[src/rtl/ad1_sample_scheduler.sv]
`default_nettype none
// ============================================================================
//  Module      : ad1_sample_scheduler
//  Description : Sequencer and arbiter behind the dual-channel PmodAD1 SPI
//                capture engine. Detects new frames on the rising edge of
//                din_valid, block-averages 2^AVG_LOG2 frames per channel and
//                offers each averaged pair to two consumers through a
//                round-robin request/grant read port.
//  Revision    : 1.0 - initial release
// ----------------------------------------------------------------------------
//  Parameters
//    AVG_LOG2   log2 of frames per average (0..4)
//  Ports
//    r_sclk     in   1   block clock, rising edge
//    reset      in   1   asynchronous reset, active low
//    enable     in   1   run control; 0 parks the sequencer in IDLE
//    din_valid  in   1   frame-valid level; rising edge = new frame
//    din0/din1  in  16   channel frames, code in [11:0]
//    req        in   2   per-consumer read request (level)
//    gnt        out  2   one-hot grant pulse
//    rd_valid   out  1   high with any grant
//    rd_data0/1 out 12   averaged values, captured at grant
//    pending    out  2   per-consumer unread-result flags
//    busy       out  1   sequencer not in IDLE
//    overrun    out  2   per-consumer lost-result flags
//  Build option
//    SCHED_OVERRUN_EN  when defined, overrun tracking is built; otherwise
//                      overrun is tied to 2'b00.
// ============================================================================
module ad1_sample_scheduler #(
    parameter int AVG_LOG2 = 2
) (
    input  logic        r_sclk,
    input  logic        reset,
    input  logic        enable,
    input  logic        din_valid,
    input  logic [15:0] din0,
    input  logic [15:0] din1,
    input  logic [1:0]  req,
    output logic [1:0]  gnt,
    output logic        rd_valid,
    output logic [11:0] rd_data0,
    output logic [11:0] rd_data1,
    output logic [1:0]  pending,
    output logic        busy,
    output logic [1:0]  overrun
);

    localparam int c_acc_w = 12 + AVG_LOG2;
    localparam int c_cnt_w = AVG_LOG2 + 1;
    localparam logic [c_cnt_w-1:0] c_window = c_cnt_w'(1) << AVG_LOG2;

    typedef enum logic [1:0] {
        S_IDLE    = 2'd0,
        S_ACC     = 2'd1,
        S_PUBLISH = 2'd2
    } state_t;

    state_t               r_state;
    state_t               w_state_nxt;
    logic                 r_dv_q;
    logic                 w_frame;
    logic [c_acc_w-1:0]   r_acc0;
    logic [c_acc_w-1:0]   r_acc1;
    logic [c_acc_w-1:0]   w_acc0_nxt;
    logic [c_acc_w-1:0]   w_acc1_nxt;
    logic [c_cnt_w-1:0]   r_cnt;
    logic [c_cnt_w-1:0]   w_cnt_nxt;
    logic [c_cnt_w-1:0]   w_cnt_inc;
    logic                 w_publish;
    logic [11:0]          r_res0;
    logic [11:0]          r_res1;
    logic [11:0]          w_avg0;
    logic [11:0]          w_avg1;
    logic [1:0]           r_pending;
    logic                 r_rr;
    logic [1:0]           w_elig;
    logic [1:0]           w_gnt;
    logic                 w_unused_bits;

    // Status nibbles of the capture frames carry nothing we need.
    assign w_unused_bits = &{1'b0, din0[15:12], din1[15:12]};

    assign w_frame   = din_valid & ~r_dv_q;
    assign w_cnt_inc = r_cnt + c_cnt_w'(1);
    assign w_avg0    = 12'(r_acc0 >> AVG_LOG2);
    assign w_avg1    = 12'(r_acc1 >> AVG_LOG2);

    // ------------------------------------------------------------------
    // Sequencer
    // ------------------------------------------------------------------
    always_ff @(posedge r_sclk or negedge reset) begin
        if (!reset) begin
            r_state <= S_IDLE;
            r_dv_q  <= 1'b0;
            r_acc0  <= '0;
            r_acc1  <= '0;
            r_cnt   <= '0;
        end else begin
            r_state <= w_state_nxt;
            r_dv_q  <= din_valid;
            r_acc0  <= w_acc0_nxt;
            r_acc1  <= w_acc1_nxt;
            r_cnt   <= w_cnt_nxt;
        end
    end

    always_comb begin
        w_state_nxt = r_state;
        w_acc0_nxt  = r_acc0;
        w_acc1_nxt  = r_acc1;
        w_cnt_nxt   = r_cnt;
        w_publish   = 1'b0;
        case (r_state)
            S_IDLE: begin
                w_acc0_nxt = '0;
                w_acc1_nxt = '0;
                w_cnt_nxt  = '0;
                if (enable) begin
                    w_state_nxt = S_ACC;
                end
            end
            S_ACC: begin
                if (!enable) begin
                    // Partial window is discarded.
                    w_state_nxt = S_IDLE;
                    w_acc0_nxt  = '0;
                    w_acc1_nxt  = '0;
                    w_cnt_nxt   = '0;
                end else if (w_frame) begin
                    w_acc0_nxt = r_acc0 + c_acc_w'(din0[11:0]);
                    w_acc1_nxt = r_acc1 + c_acc_w'(din1[11:0]);
                    w_cnt_nxt  = w_cnt_inc;
                    if (w_cnt_inc >= c_window) begin
                        w_state_nxt = S_PUBLISH;
                    end
                end
            end
            S_PUBLISH: begin
                w_publish = 1'b1;
                // A frame landing in the publish cycle starts the next window.
                if (w_frame) begin
                    w_acc0_nxt = c_acc_w'(din0[11:0]);
                    w_acc1_nxt = c_acc_w'(din1[11:0]);
                    w_cnt_nxt  = c_cnt_w'(1);
                end else begin
                    w_acc0_nxt = '0;
                    w_acc1_nxt = '0;
                    w_cnt_nxt  = '0;
                end
                w_state_nxt = enable ? S_ACC : S_IDLE;
            end
            default: begin
                w_state_nxt = S_IDLE;
            end
        endcase
    end

    assign busy = (r_state != S_IDLE);

    // ------------------------------------------------------------------
    // Round-robin arbiter; r_rr names the consumer favoured on a tie.
    // ------------------------------------------------------------------
    assign w_elig = req & r_pending;

    always_comb begin
        w_gnt = 2'b00;
        case (w_elig)
            2'b01:   w_gnt = 2'b01;
            2'b10:   w_gnt = 2'b10;
            2'b11:   w_gnt = r_rr ? 2'b10 : 2'b01;
            default: w_gnt = 2'b00;
        endcase
    end

    always_ff @(posedge r_sclk or negedge reset) begin
        if (!reset) begin
            r_res0    <= '0;
            r_res1    <= '0;
            r_pending <= 2'b00;
            r_rr      <= 1'b0;
            gnt       <= 2'b00;
            rd_valid  <= 1'b0;
            rd_data0  <= '0;
            rd_data1  <= '0;
        end else begin
            if (w_publish) begin
                r_res0 <= w_avg0;
                r_res1 <= w_avg1;
            end
            // Publish set dominates the grant clear.
            r_pending <= (r_pending & ~w_gnt) | {2{w_publish}};
            if (w_gnt[0]) begin
                r_rr <= 1'b1;
            end else if (w_gnt[1]) begin
                r_rr <= 1'b0;
            end
            gnt      <= w_gnt;
            rd_valid <= |w_gnt;
            // r_res still holds the pre-publish value here.
            if (|w_gnt) begin
                rd_data0 <= r_res0;
                rd_data1 <= r_res1;
            end
        end
    end

    assign pending = r_pending;

    // ------------------------------------------------------------------
    // Lost-result tracking
    // ------------------------------------------------------------------
`ifdef SCHED_OVERRUN_EN
    logic [1:0] r_overrun;

    always_ff @(posedge r_sclk or negedge reset) begin
        if (!reset) begin
            r_overrun <= 2'b00;
        end else begin
            r_overrun <= (r_overrun & ~w_gnt) | (w_publish ? r_pending : 2'b00);
        end
    end

    assign overrun = r_overrun;
`else
    assign overrun = 2'b00;
`endif

endmodule
`default_nettype wire

[config.mk]
export PLATFORM = sky130hd
export DESIGN_NAME = ad1_sample_scheduler
export DESIGN_NICKNAME = d
export VERILOG_FILES = /design/src/rtl/ad1_sample_scheduler.sv
export SDC_FILE = /design/constraint.sdc
export NUM_CORES = 1
export LEC_CHECK = 0
export BUFFER_PORTS_ARGS = -buffer_cell sky130_fd_sc_hd__clkbuf_2
export CAP_MARGIN = 0
export CORE_MARGIN = 5
export CORE_UTILIZATION = 55
export CTS_CLUSTER_DIAMETER = 60
export DETAILED_ROUTE_END_ITERATION = 10
export GPL_TIMING_DRIVEN = 1
export PLACE_DENSITY = 0.84
export SLEW_MARGIN = 10
export SYNTH_ARGS = -nofsm -noshare
export SYNTH_HDL_FRONTEND = slang
export SYNTH_SLANG_ARGS = --single-unit
[constraint.sdc]
create_clock -name r_sclk -period 2.9 [get_ports r_sclk]
set_clock_uncertainty 0.1 [all_clocks]
set_input_delay 0 -clock r_sclk [delete_from_list [all_inputs] [get_ports r_sclk]]
set_output_delay 0 -clock r_sclk [all_outputs]
set_load 0.05 [all_outputs]
---- Word-level counts from Yosys, hierarchy flattened ----
Cells that the tools add are included.
word-level totals
  output and inout port bits .............. 32
  register bits after elaboration ......... 88
  logic and storage cells ................. 61
cells by class
  reduce and logical (&&, ||, !) cells .... 7
  order comparisons ....................... 1
  add/sub/neg operators ................... 3
  bitwise operators ....................... 6
  eq/ne operators ......................... 8
  mux-type cells .......................... 23
operator list
  cell                   number
  $pmux W14 S3           2
  $mux W14               4
  $add A14 B12 Y14       2
  $mux W12               2
  $pmux W2 S3            2
  $mux W2                5
  $pmux W3 S3            1
  $eq A2 B2 Y1 const B   3
  $mux W3                2
  $ne A3 B3 Y1 const B   2
  $mux W1                5
  $and A2 B2 Y2          2
  $eq A2 B1 Y1 const B   2
  $reduce_bool A2 Y1     2
  $add A3 B1 Y3 const B  1
  $ge A3 B3 Y1 const B   1
  $reduce_and A3 Y1      1
  $reduce_bool A3 Y1     1
  $logic_not A2 Y1       1
  $ne A2 B2 Y1 const B   1
  $not A2 Y2             1
  $or A2 B2 Y2           1
  $reduce_and A2 Y1      1
  $reduce_or A2 Y1       1
  2 further kinds        2

---- Logic depth before layout (Yosys ltp) ----
Gate-level depths: netlist (run 1).
  depth after elaboration ................. 6
  depth in mapped cells ................... 9

---- Worst setup path before layout (run 1) ----
OpenSTA, ideal clock, no wires.
  path kind ............................... register to register
  start point ............................. register r_acc0[6]
  end point ............................... register r_acc0[12]
  data arrival time ....................... 2.180 ns
  period minus slack after synthesis ...... 2.404 ns
  path slack .............................. 0.496 ns
  library setup time ...................... 0.124 ns
  stages on the path, launching flop included .. 8
  cells stage by stage .................... dfrtp_1 -> ha_1 -> a21o_2 -> a31o_1 -> a221o_1 -> a311o_1 -> and3_1 -> a211o_1
on the way
  cells in the longest elaborated chain, start to end .. 4
ends and longest elaborated chain
  element                   line  source
  start: declaration        63    logic [c_acc_w-1:0] r_acc0;
  start signal: assignment  102   r_acc0 <= w_acc0_nxt;
  $add A14 B12 Y14          131   w_acc0_nxt = r_acc0 + c_acc_w'(din0[11:0]);
  $mux W14                  130   end else if (w_frame) begin
  $mux W14                  124   if (!enable) begin
  $pmux W14 S3              114   case (r_state)
Every way passes these cells. The select of a mux whose other input is x is not followed.
A chain may end at the register's enable or synchronous reset.

---- Final worst setup path (run 1) ----
Ends and elaborated chain as after synthesis.

==> run_results.csv, run 1 <==
group,metric,value,unit
status,run_status,"finished clean",
detailed_routing,totalWireLength,10.3,mm
clocking,cts_num_sinks,88,
clocking,htree_depth,3,
die,number_of_placement_rows,33,
clocking,cts_max_path_buffers,2,
worst_setup_path,critical_path_class,"flop to flop",
global_route,grt_pass1_vias,3701,
die,die_x,101,um
detailed_routing,route.antenna.remaining_nets,0,
clocking,cts_hold_buffers,30,
global_route,global_route_usage_over_all_layers,21.7,%
timing,timing.fmax,387,MHz
timing,tightest_slew,1080,ps
final_layout,drive_gt1_share,27.3,%
die,die_h,101,um
die,floorplan.io_pins,70,
global_route,globalRoute.totalOverflow,0,
clocking,cts_made_buffers,9,
timing,final-setup-viol-count,0,
power_and_ir_drop,leakagePower,2.81,nW
yosys,mappedNetlistArea,4550,um2
detailed_routing,wire_per_inst,17.0,um
yosys,postSynthAreaPerCell,11.2,um2
detailed_routing,number_of_iterations_in_the_first_detailed_routing_pass,4,
yosys,synthesis.instances,406,
global_route,grt_first_pass_wirelength,17.5,mm
place,detailedPlace.worstSlack,384,ps
die,initial_utilization,55.9,%
yosys,synth.most_common_cell,"sky130_fd_sc_hd__dfrtp_1",
die,die-area,10200,um2
global_route,grt_start_max_net_pins,63,
final_layout,multi_input_comb_area,2240,um2
yosys,post_synth_main_area_contributors,"sky130_fd_sc_hd__dfrtp_1 (48%), sky130_fd_sc_hd__mux2_2 (12%), sky130_fd_sc_hd__ha_1 (8.0%)",
global_route,grt_antenna_before_repair,0,
timing,post-route-period-util,89.0,%
clocking,post-cts-setup-buffer-count,0,
clocking,clock-root-buffer,"sky130_fd_sc_hd__clkbuf_8",
detailed_routing,drc,0,
clocking,clock_transition_time_at_the_flip_flop_clock_pins_of_the_worst_setup_and_hold_paths,90,ps
timing,worst_slew_margin_rel,28.1,%
worst_setup_path,regToRegEndpoint,"r_acc0[12]",
yosys,synth-seq-area-share,48.4,%
yosys,ys_top_cells_by_count,"sky130_fd_sc_hd__dfrtp_1 (88), sky130_fd_sc_hd__mux2_2 (48), sky130_fd_sc_hd__o21ai_0 (38)",
final_layout,finish.net_count,566,
final_layout,fillCellCount,581,
place,port_buffers,59,
clocking,clock_tree_from_tritoncts,"done",
worst_setup_path,critical_path_required,3040,ps
worst_setup_path,cp_max_fo,6,
yosys,netlist.top_cell.by_area,"sky130_fd_sc_hd__dfrtp_1",
final_layout,layout-area-overhead-vs-synth,21.2,%
flow_run,max_cap_viol_count,0,
yosys,synth-async-reset-ratio,100,%
timing,final_max_slew_viol_count,0,
yosys,netlist-cell-type-count,47,
yosys,synth-seq-cells,88,
timing,timing.final.ws_setup,319,ps
yosys,synthFlopType,"sky130_fd_sc_hd__dfrtp_1",
timing,timing.final.crit_period,2580,ps
clocking,clk_latency,350,ps
place,hpwl,6.82,mm
worst_setup_path,cp-start-kind,"flop",
timing,timing_hold_violations_final,0,
worst_setup_path,ff2ff_path_depth,7,
final_layout,diodes,0,
timing,finalSetupTns,0,ps
final_layout,seq_area,2200,um2
worst_setup_path,reg2reg_setup_slack,320,ps
worst_setup_path,timing.critical_path.to_type,"flop",
worst_setup_path,worst_r2r_startpoint,"r_acc0[6]",
detailed_routing,routed_via_density,5.88,
clocking,post_cts.resized_instances,0,
detailed_routing,via_count,3572,
final_layout,final_cell_count_no_fill,607,
timing,rsz0062_at_grt,"false",
place,placedCellCount,561,
yosys,yosysWarningCount,0,
place,finalWeightedCongestion,0.843,
power_and_ir_drop,power_density,553,nW/um2
yosys,synth_largest_type_area_fraction,48.4,%
yosys,synth_enable_flop_cells,0,
die,core-area,8130,um2
worst_setup_path,cp.arrival,2720,ps
hold_path,hold_path_class,"input pin to asynchronous set/reset pin",
detailed_routing,starting_drt_drc_count,179,
power_and_ir_drop,vdd_drop_max,0.315,mV
## layout by cell type, fill, tap and decap left out, drive strengths merged, types with 3 or more instances in the layout
cell,instances
and3,6
and2,4
nand2,20
a211oi,4
nor2,18
a21oi,18
nor3,4
xnor2,10
o21ai,38
clkbuf,69
a221o,4
inv,15
nand3,6
dlygate4sd3,30
a31oi,3
a222oi,3
o211ai,5
a21o,6
clkinv,3
nand2b,3
dfrtp,88
o21bai,6
a22oi,17
xor2,9
ha,29
nor2b,3
mux2,48
buf,8
## layout make-up
cell class,instances,share of cell area (%)
Clock inverter,5,1.43
Clock buffer,11,2.75
Sequential cell,88,39.9
Multi-Input combinational cell,287,40.7
Tap cell,105,2.38
Inverter,15,1.02
Timing Repair Buffer,96,11.8
## layer usage
| metal | GRT usage [%] | wire, um |
|---|---|---|
| met1 | 27.5 | 4350 |
| met2 | 37.3 | 5230 |
| met3 | 3.88 | 511 |
| met4 | 7.46 | 199 |
| met5 | 0 | 0 |
## logic make-up (layout without fill, tap and decap cells)
| kind of cell | after synthesis | after routing | synth area share [%] |
|---|---|---|---|
| adders and majority gates | 31 | 31 | 8.86 |
| other | 1 | 2 | 0.0824 |
| muxes | 49 | 49 | 12.1 |
| AOI/OAI and AO/OA | 118 | 118 | 17.1 |
| xor gates and xnor gates | 19 | 19 | 3.66 |
| and+or+nand+nor | 68 | 68 | 7.01 |
| DFF | 88 | 88 | 48.4 |
| buffers and inverters | 32 | 127 | 2.81 |
## worst max-delay path, cell delays in order, from the launching register on
cell and delay, ps:
sky130_fd_sc_hd__dfrtp_1 400, sky130_fd_sc_hd__ha_1 370, sky130_fd_sc_hd__a21o_2 270, sky130_fd_sc_hd__a31o_1 200
sky130_fd_sc_hd__a221o_1 350, sky130_fd_sc_hd__a311o_1 370, sky130_fd_sc_hd__and3_1 180, sky130_fd_sc_hd__a211o_1 230
## report_power, final
part | switching (W) | internal [W] | total, W
clock | 0.000431 | 0.000531 | 0.000962
combinational | 0.000484 | 0.000271 | 0.000755
sequential | 0.0000441 | 0.00129 | 0.00133
total | 0.000959 | 0.00209 | 0.00305
## sequential cells by signal, indices dropped and copies added (netlist names), 2 cells and up
name      flops
gnt           2
pending       2
r_acc0       14
r_acc1       14
r_cnt         3
r_res0       12
r_res1       12
r_state       2
rd_data0     12
rd_data1     12
## through the flow
step / util, % / instance area (um2) / hold WS, ps / total power, W
4_1_cts: 67.8 / 5510 / 198 / 0.00305
5_1_grt: 67.8 / 5510 / 199 / 0.00319
2_1_floorplan: - / 4550 / -396 / 0.00185
6_report: 67.8 / 5510 / 157 / 0.00305
3_3_place_gp: 61.3 / 4980 / 26.4 / 0.00204
3_5_place_dp: 61.3 / 4980 / 26.3 / 0.00206
## how the worst max path moves through the flow
| stage | to | cells after the start | slack (ps) | start |
|---|---|---|---|---|
| detailed placement | r_acc0[12] | 7 | 380 | r_acc0[6] |
| finish | r_acc0[12] | 7 | 320 | r_acc0[6] |
| global route | r_acc0[12] | 7 | 240 | r_acc0[6] |
| global placement | r_acc0[12] | 7 | 430 | r_acc0[6] |
| CTS | r_acc0[12] | 7 | 340 | r_acc0[6] |
| floorplan | r_acc0[12] | 7 | 500 | r_acc0[6] |
No activity file was read; power rests on OpenSTA's default activity.
==> run 2, diff against run 1 <==
--- a/config.mk
+++ b/config.mk
@@ -8,11 +8,12 @@
 export BUFFER_PORTS_ARGS = -buffer_cell sky130_fd_sc_hd__clkbuf_2
 export CAP_MARGIN = 0
 export CORE_MARGIN = 5
-export CORE_UTILIZATION = 55
+export CORE_UTILIZATION = 57
 export CTS_CLUSTER_DIAMETER = 60
 export DETAILED_ROUTE_END_ITERATION = 10
 export GPL_TIMING_DRIVEN = 1
-export PLACE_DENSITY = 0.84
+export PLACE_DENSITY = 0.86
+export REMOVE_ABC_BUFFERS = 1
 export SLEW_MARGIN = 10
 export SYNTH_ARGS = -nofsm -noshare
 export SYNTH_HDL_FRONTEND = slang
==> run_results.csv, run 2 (synthesized netlist as in run 1, its figures left out) <==
group,metric,value,unit
clocking,clk_latency,360,ps
power_and_ir_drop,power_density,573,nW/um2
detailed_routing,routed_via_density,5.92,
power_and_ir_drop,sequentialPowerShare,42.1,%
worst_setup_path,critical_path.slowest_cell,"sky130_fd_sc_hd__fa_1",
timing,final_max_slew_viol_count,0,
detailed_routing,starting_drt_drc_count,275,
place,port_buffers,59,
worst_setup_path,critical_path_class,"flop to flop",
global_route,globalRoute.totalOverflow,0,
global_route,global_route_usage_over_all_layers,22.2,%
clocking,cts_num_sinks,88,
clocking,clock_tree_from_tritoncts,"done",
die,die_h,99.3,um
timing,post-route-period-util,89.4,%
power_and_ir_drop,p_sw,0.000978,W
timing,finalSetupTns,0,ps
detailed_routing,via_count,3570,
status,run_status,"finished clean",
die,die_x,99.3,um
clocking,clock_transition_time_at_the_flip_flop_clock_pins_of_the_worst_setup_and_hold_paths,90,ps
final_layout,fillCellCount,557,
clocking,clock-root-buffer,"sky130_fd_sc_hd__clkbuf_8",
detailed_routing,totalWireLength,10.5,mm
power_and_ir_drop,power.share.combinational,24.4,%
global_route,grt_antenna_before_repair,0,
die,floorplan.io_pins,70,
clocking,cts_made_buffers,9,
worst_setup_path,critical-path-top-delay-family,"compound AO/OA/AOI/OAI gates",
timing,tightest_slew,1100,ps
worst_setup_path,path_cells,"ha_1 > fa_1 > a211oi_1 > nor3_1 > nor2_1 > o21ai_0 > o21ba_2 > mux2i_1",
worst_setup_path,critical_path_required,3060,ps
final_layout,layout-area-overhead-vs-synth,21.5,%
detailed_routing,drc,0,
place,hpwl,6.64,mm
final_layout,leading_cell_type_in_the_layout_fill_and_taps_excluded,"sky130_fd_sc_hd__dfrtp_1",
global_route,grt_pass1_vias,3718,
timing,timing_hold_violations_final,0,
clocking,post_cts.resized_instances,0,
clocking,post-cts-setup-buffer-count,0,
detailed_routing,route.antenna.remaining_nets,0,
clocking,cts_hold_buffers,30,
timing,timing.fmax,386,MHz
detailed_routing,number_of_iterations_in_the_first_detailed_routing_pass,6,
timing,timing.hold.ws,202,ps
final_layout,mostFrequentLayoutCells,"sky130_fd_sc_hd__dfrtp_1 (88), sky130_fd_sc_hd__clkbuf_2 (58), sky130_fd_sc_hd__mux2_2 (48), sky130_fd_sc_hd__o21ai_0 (38), sky130_fd_sc_hd__dlygate4sd3_1 (30)",
worst_setup_path,cp_slowest_stage_delay,450,ps
final_layout,multi_input_comb_area,2240,um2
final_layout,seq_area,2200,um2
power_and_ir_drop,leakagePower,2.81,nW
die,number_of_placement_rows,32,
timing,worst_slew_margin_rel,26.6,%
final_layout,diodes,0,
worst_setup_path,timing.critical_path.to_type,"flop",
die,initial_utilization,58.6,%
power_and_ir_drop,p_int,0.00219,W
worst_setup_path,cp_max_fo,3,
final_layout,finish.net_count,565,
timing,rsz0062_at_grt,"false",
clocking,htree_depth,3,
place,finalWeightedCongestion,0.878,
worst_setup_path,cp-start-kind,"flop",
die,core-area,7770,um2
timing,timing.final.crit_period,2590,ps
timing,final-setup-viol-count,0,
global_route,grt_start_max_net_pins,89,
final_layout,layout_top_registers,"r_acc0 (14), r_acc1 (14)",
detailed_routing,wire_per_inst,17.4,um
worst_setup_path,cp.arrival,2760,ps
flow_run,max_cap_viol_count,0,
final_layout,drive_gt1_share,27.1,%
global_route,grt_first_pass_wirelength,17.7,mm
power_and_ir_drop,vdd_drop_max,0.371,mV
power_and_ir_drop,pwr-share-clk,33.4,%
hold_path,hold_path_class,"input pin to flop",
die,die-area,9870,um2
clocking,cts_max_path_buffers,2,
power_and_ir_drop,switching_share,30.9,%
worst_setup_path,critical_path_buf_inv_count,0,
==> run 2: cell count changes in the layout (fill, tap and decap cells not counted) <==
cell | previous run | this run
sky130_fd_sc_hd__buf_4 | 8 | 7
sky130_fd_sc_hd__clkinv_4 | 1 | 0
sky130_fd_sc_hd__clkinvlp_4 | 0 | 1
sky130_fd_sc_hd__bufinv_16 | 2 | 3
sky130_fd_sc_hd__clkinv_2 | 2 | 1
==> run 2: power groups by stage <==
stage,registers (W),clock network [W],logic [W]
finish,0.00133,0.00106,0.000774
CTS,0.00133,0.00106,0.000768
detailed placement,0.00136,0,0.000726
global route,0.00134,0.00112,0.000838
floorplan,0.00143,0,0.000399
global placement,0.00135,0,0.000695
==> run 2: metal layers <==
metal	vias up	GRT usage, %	part of all wire (%)
met5	-	0	0
met4	0	10.1	2.7
met3	27	4.84	5.6
met2	140	37.8	50
met1	1741	27.1	42
li1	1662	-	-
==> run 2: path summary, 6_finish.rpt <==
kind | from | end | slack [ps] | depth (start not counted)
max in group asynchronous | reset | r_acc1[12] | 1690 | 2
setup reg to reg | r_acc1[0] | r_acc1[12] | 310 | 8
hold reg to reg | r_res1[10] | rd_data1[10] | 400 | 1
setup / recovery | r_acc1[0] | r_acc1[12] | 310 | 8
min in group asynchronous | reset | r_state[0] | 240 | 2
hold / removal | din_valid | r_dv_q | 200 | 2
==> run 2: metrics by stage <==
stage	power, W	area, um2	setup WS [ps]	instances	utilization, %
floorplan	0.00183	4480	-612	390	-
global placement	0.00205	4970	440	557	64.0
detailed placement	0.00208	4970	400	557	64.0
CTS	0.00316	5530	372	603	71.1
global route	0.00330	5530	217	603	71.1
finish	0.00317	5530	307	603	71.1
==> run 2: final cells by class <==
cell class	instances	area share, %
Multi-Input combinational cell	287	40.6
Clock buffer	11	2.74
Sequential cell	88	39.9
Timing Repair Buffer	95	11.6
Clock inverter	5	1.86
Tap cell	102	2.31
Inverter	15	1.02
==> run 3, diff against run 2 <==
--- a/config.mk
+++ b/config.mk
@@ -5,10 +5,11 @@
 export SDC_FILE = /design/constraint.sdc
 export NUM_CORES = 1
 export LEC_CHECK = 0
+export ABC_AREA = 1
 export BUFFER_PORTS_ARGS = -buffer_cell sky130_fd_sc_hd__clkbuf_2
 export CAP_MARGIN = 0
 export CORE_MARGIN = 5
-export CORE_UTILIZATION = 57
+export CORE_UTILIZATION = 58
 export CTS_CLUSTER_DIAMETER = 60
 export DETAILED_ROUTE_END_ITERATION = 10
 export GPL_TIMING_DRIVEN = 1
==> run_results.csv, run 3 <==
group,metric,value,unit
yosys,synthFlopType,"sky130_fd_sc_hd__dfrtp_1",
detailed_routing,via_count,4379,
worst_setup_path,critical_path_required,3050,ps
worst_setup_path,worst_r2r_startpoint,"r_state[0]",
global_route,grt_antenna_before_repair,0,
worst_setup_path,critical_path_class,"flop to flop",
flow_run,max_cap_viol_count,0,
die,die_h,103,um
die,floorplan.io_pins,70,
worst_setup_path,critical_path_buf_inv_count,3,
yosys,synth-seq-cells,88,
detailed_routing,number_of_iterations_in_the_first_detailed_routing_pass,4,
timing,worst_slew_margin_rel,43.3,%
final_layout,layout_top_registers,"r_acc0 (14), r_acc1 (14)",
place,port_buffers,59,
status,run_status,"finished clean",
clocking,clock_transition_time_at_the_flip_flop_clock_pins_of_the_worst_setup_and_hold_paths,100,ps
yosys,synth_enable_flop_cells,0,
die,die_x,103,um
worst_setup_path,crit_path_frequent_cell,"sky130_fd_sc_hd__nand2_2",
final_layout,mostFrequentLayoutCells,"sky130_fd_sc_hd__nand2_1 (216), sky130_fd_sc_hd__inv_1 (97), sky130_fd_sc_hd__dfrtp_1 (88), sky130_fd_sc_hd__clkbuf_2 (58), sky130_fd_sc_hd__nor2_1 (44)",
place,finalWeightedCongestion,0.915,
place,detailedPlace.worstSlack,669,ps
worst_setup_path,cp-start-kind,"flop",
clocking,clock_tree_from_tritoncts,"done",
final_layout,finish.net_count,813,
detailed_routing,wire_per_inst,13.1,um
timing,tightest_slew,851,ps
yosys,post_synth_main_area_contributors,"sky130_fd_sc_hd__dfrtp_1 (44%), sky130_fd_sc_hd__nand2_1 (16%), sky130_fd_sc_hd__inv_1 (7.3%)",
global_route,busiest_layer,"met2",
timing,timing_hold_violations_final,0,
power_and_ir_drop,power_density,942,nW/um2
global_route,met3_usage,3.04,%
worst_setup_path,reg2reg_setup_slack,620,ps
yosys,netlist.top_cell.by_area,"sky130_fd_sc_hd__dfrtp_1",
worst_setup_path,critical-path-top-delay-family,"simple AND/OR/NAND/NOR gates",
clocking,htree_depth,3,
final_layout,drive_gt1_share,13.0,%
place,hpwl,8.12,mm
timing,post-route-period-util,78.8,%
timing,final_max_slew_viol_count,0,
timing,timing.final.ws_setup,615,ps
global_route,grt_start_max_net_pins,69,
worst_setup_path,cp_max_fo,19,
global_route,grt_first_pass_wirelength,19.0,mm
yosys,postSynthAreaPerCell,7.65,um2
yosys,netlist-cell-type-count,31,
yosys,yosysWarningCount,0,
die,core-area,8550,um2
worst_setup_path,path_cells,"inv_1 > ha_1 > inv_2 > nand3b_1 > nand2_2 > nor2_4 > nand2_2 > inv_4 > a22oi_1 > nand2_1",
yosys,synth_largest_type_area_fraction,44.0,%
die,initial_utilization,58.6,%
final_layout,fillCellCount,667,
detailed_routing,route.antenna.remaining_nets,0,
timing,final-setup-viol-count,0,
clocking,clk_latency,360,ps
die,number_of_placement_rows,34,
yosys,ys_top_cells_by_count,"sky130_fd_sc_hd__nand2_1 (216), sky130_fd_sc_hd__inv_1 (97), sky130_fd_sc_hd__dfrtp_1 (88)",
yosys,mappedNetlistArea,5010,um2
power_and_ir_drop,vdd_drop_max,0.357,mV
global_route,globalRoute.totalOverflow,0,
final_layout,leading_cell_type_in_the_layout_fill_and_taps_excluded,"sky130_fd_sc_hd__nand2_1",
timing,rsz0062_at_grt,"false",
detailed_routing,totalWireLength,11.2,mm
clocking,cts_num_sinks,88,
clocking,cts_made_buffers,9,
hold_path,hold_path_class,"input pin to asynchronous set/reset pin",
clocking,post_cts.resized_instances,0,
final_layout,layout-area-overhead-vs-synth,17.4,%
yosys,synth.most_common_cell,"sky130_fd_sc_hd__nand2_1",
worst_setup_path,cp_slowest_stage_delay,430,ps
clocking,cts_max_path_buffers,2,
global_route,grt_pass1_vias,4268,
global_route,grt_use_met1,31.1,%
clocking,cts_hold_buffers,30,
clocking,post-cts-setup-buffer-count,0,
yosys,synth-seq-area-share,44.0,%
global_route,grt.met2_usage,36.5,%
yosys,synth-async-reset-ratio,100,%
worst_setup_path,timing.critical_path.to_type,"flop",
final_layout,final_cell_count_no_fill,857,
worst_setup_path,ff2ff_path_depth,10,
worst_setup_path,regToRegEndpoint,"r_acc0[0]",
timing,finalSetupTns,0,ps
die,die-area,10600,um2
yosys,synthesis.instances,655,
timing,timing.fmax,438,MHz
power_and_ir_drop,leakagePower,3.23,nW
timing,timing.final.crit_period,2280,ps
timing,timing.hold.ws,164,ps
clocking,clock-root-buffer,"sky130_fd_sc_hd__clkbuf_8",
place,placedCellCount,811,
global_route,global_route_usage_over_all_layers,22.4,%
final_layout,diodes,0,
detailed_routing,starting_drt_drc_count,251,
detailed_routing,routed_via_density,5.11,
worst_setup_path,cp.arrival,2440,ps
worst_setup_path,critical_path.slowest_cell,"sky130_fd_sc_hd__dfrtp_1",
detailed_routing,drc,0,
[run 3: cell types whose count changed in the layout (fill, tap and decap cells not counted), moves of 7 or more]
cell                      previous run  this run
sky130_fd_sc_hd__mux2_2             48         7
sky130_fd_sc_hd__xor2_1              9         1
sky130_fd_sc_hd__nor2_1             18        44
sky130_fd_sc_hd__o21ai_0            38        31
sky130_fd_sc_hd__inv_1              15        97
sky130_fd_sc_hd__nand3_1             6        38
sky130_fd_sc_hd__a21oi_1            18        32
sky130_fd_sc_hd__nand2_1            20       216
[run 3: cells by family (layout without fill, tap and decap cells)]
| family | after synthesis | count (layout) | share of synthesized area [%] |
|---|---|---|---|
| adder cells (fa/ha/maj) | 31 | 31 | 8.04 |
| flip-flops | 88 | 88 | 44.0 |
| other | 1 | 2 | 0.0749 |
| AO/OA/AOI/OAI | 91 | 91 | 10.3 |
| XOR/XNOR | 5 | 5 | 0.874 |
| buffers and inverters | 118 | 211 | 9.49 |
| multiplexers | 7 | 7 | 1.57 |
| AND/OR/NAND/NOR | 314 | 314 | 25.7 |
[run 3: routing by layer]
metal | part of all wire, % | up-vias
met2 | 47 | 123
met1 | 45 | 1989
met5 | 0 | -
met3 | 6.6 | 15
met4 | 1.4 | 0
li1 | - | 2252
[run 3: how the worst max path moves through the flow]
| stage | start | end | slack (ps) | cells past startpoint |
|---|---|---|---|---|
| floorplan | r_state[0] | r_acc1[7] | 70 | 8 |
| global placement | r_state[0] | r_acc0[0] | 760 | 10 |
| detailed placement | r_state[0] | r_acc0[0] | 670 | 10 |
| CTS | r_state[0] | r_acc0[0] | 610 | 10 |
| global route | r_state[0] | r_acc0[7] | 450 | 10 |
| finish | r_state[0] | r_acc0[0] | 620 | 10 |
[run 3: report_power, final]
group          leakage, nW  internal [W]  switching (W)
clock               0.0870      0.000345       0.000475
combinational         1.96      0.000802        0.00196
sequential            1.18       0.00168       0.000283
[run 3: metrics by stage]
step           util (%)  total power, W  area (um2)
2_1_floorplan         -         0.00398        4910
3_3_place_gp       63.1         0.00457        5390
3_5_place_dp       63.1         0.00469        5390
4_1_cts            68.8         0.00555        5880
5_1_grt            68.8         0.00596        5880
6_report           68.8         0.00554        5880
[run 3: final cells by class]
class / count / area (um2) / share of cell area [%]
Clock inverter: 6 / 51.3 / 0.872
Inverter: 100 / 378 / 6.42
Tap cell: 108 / 135 / 2.30
Sequential cell: 88 / 2200 / 37.4
Multi-Input combinational cell: 450 / 2330 / 39.7
Timing Repair Buffer: 95 / 643 / 10.9
Clock buffer: 10 / 138 / 2.34
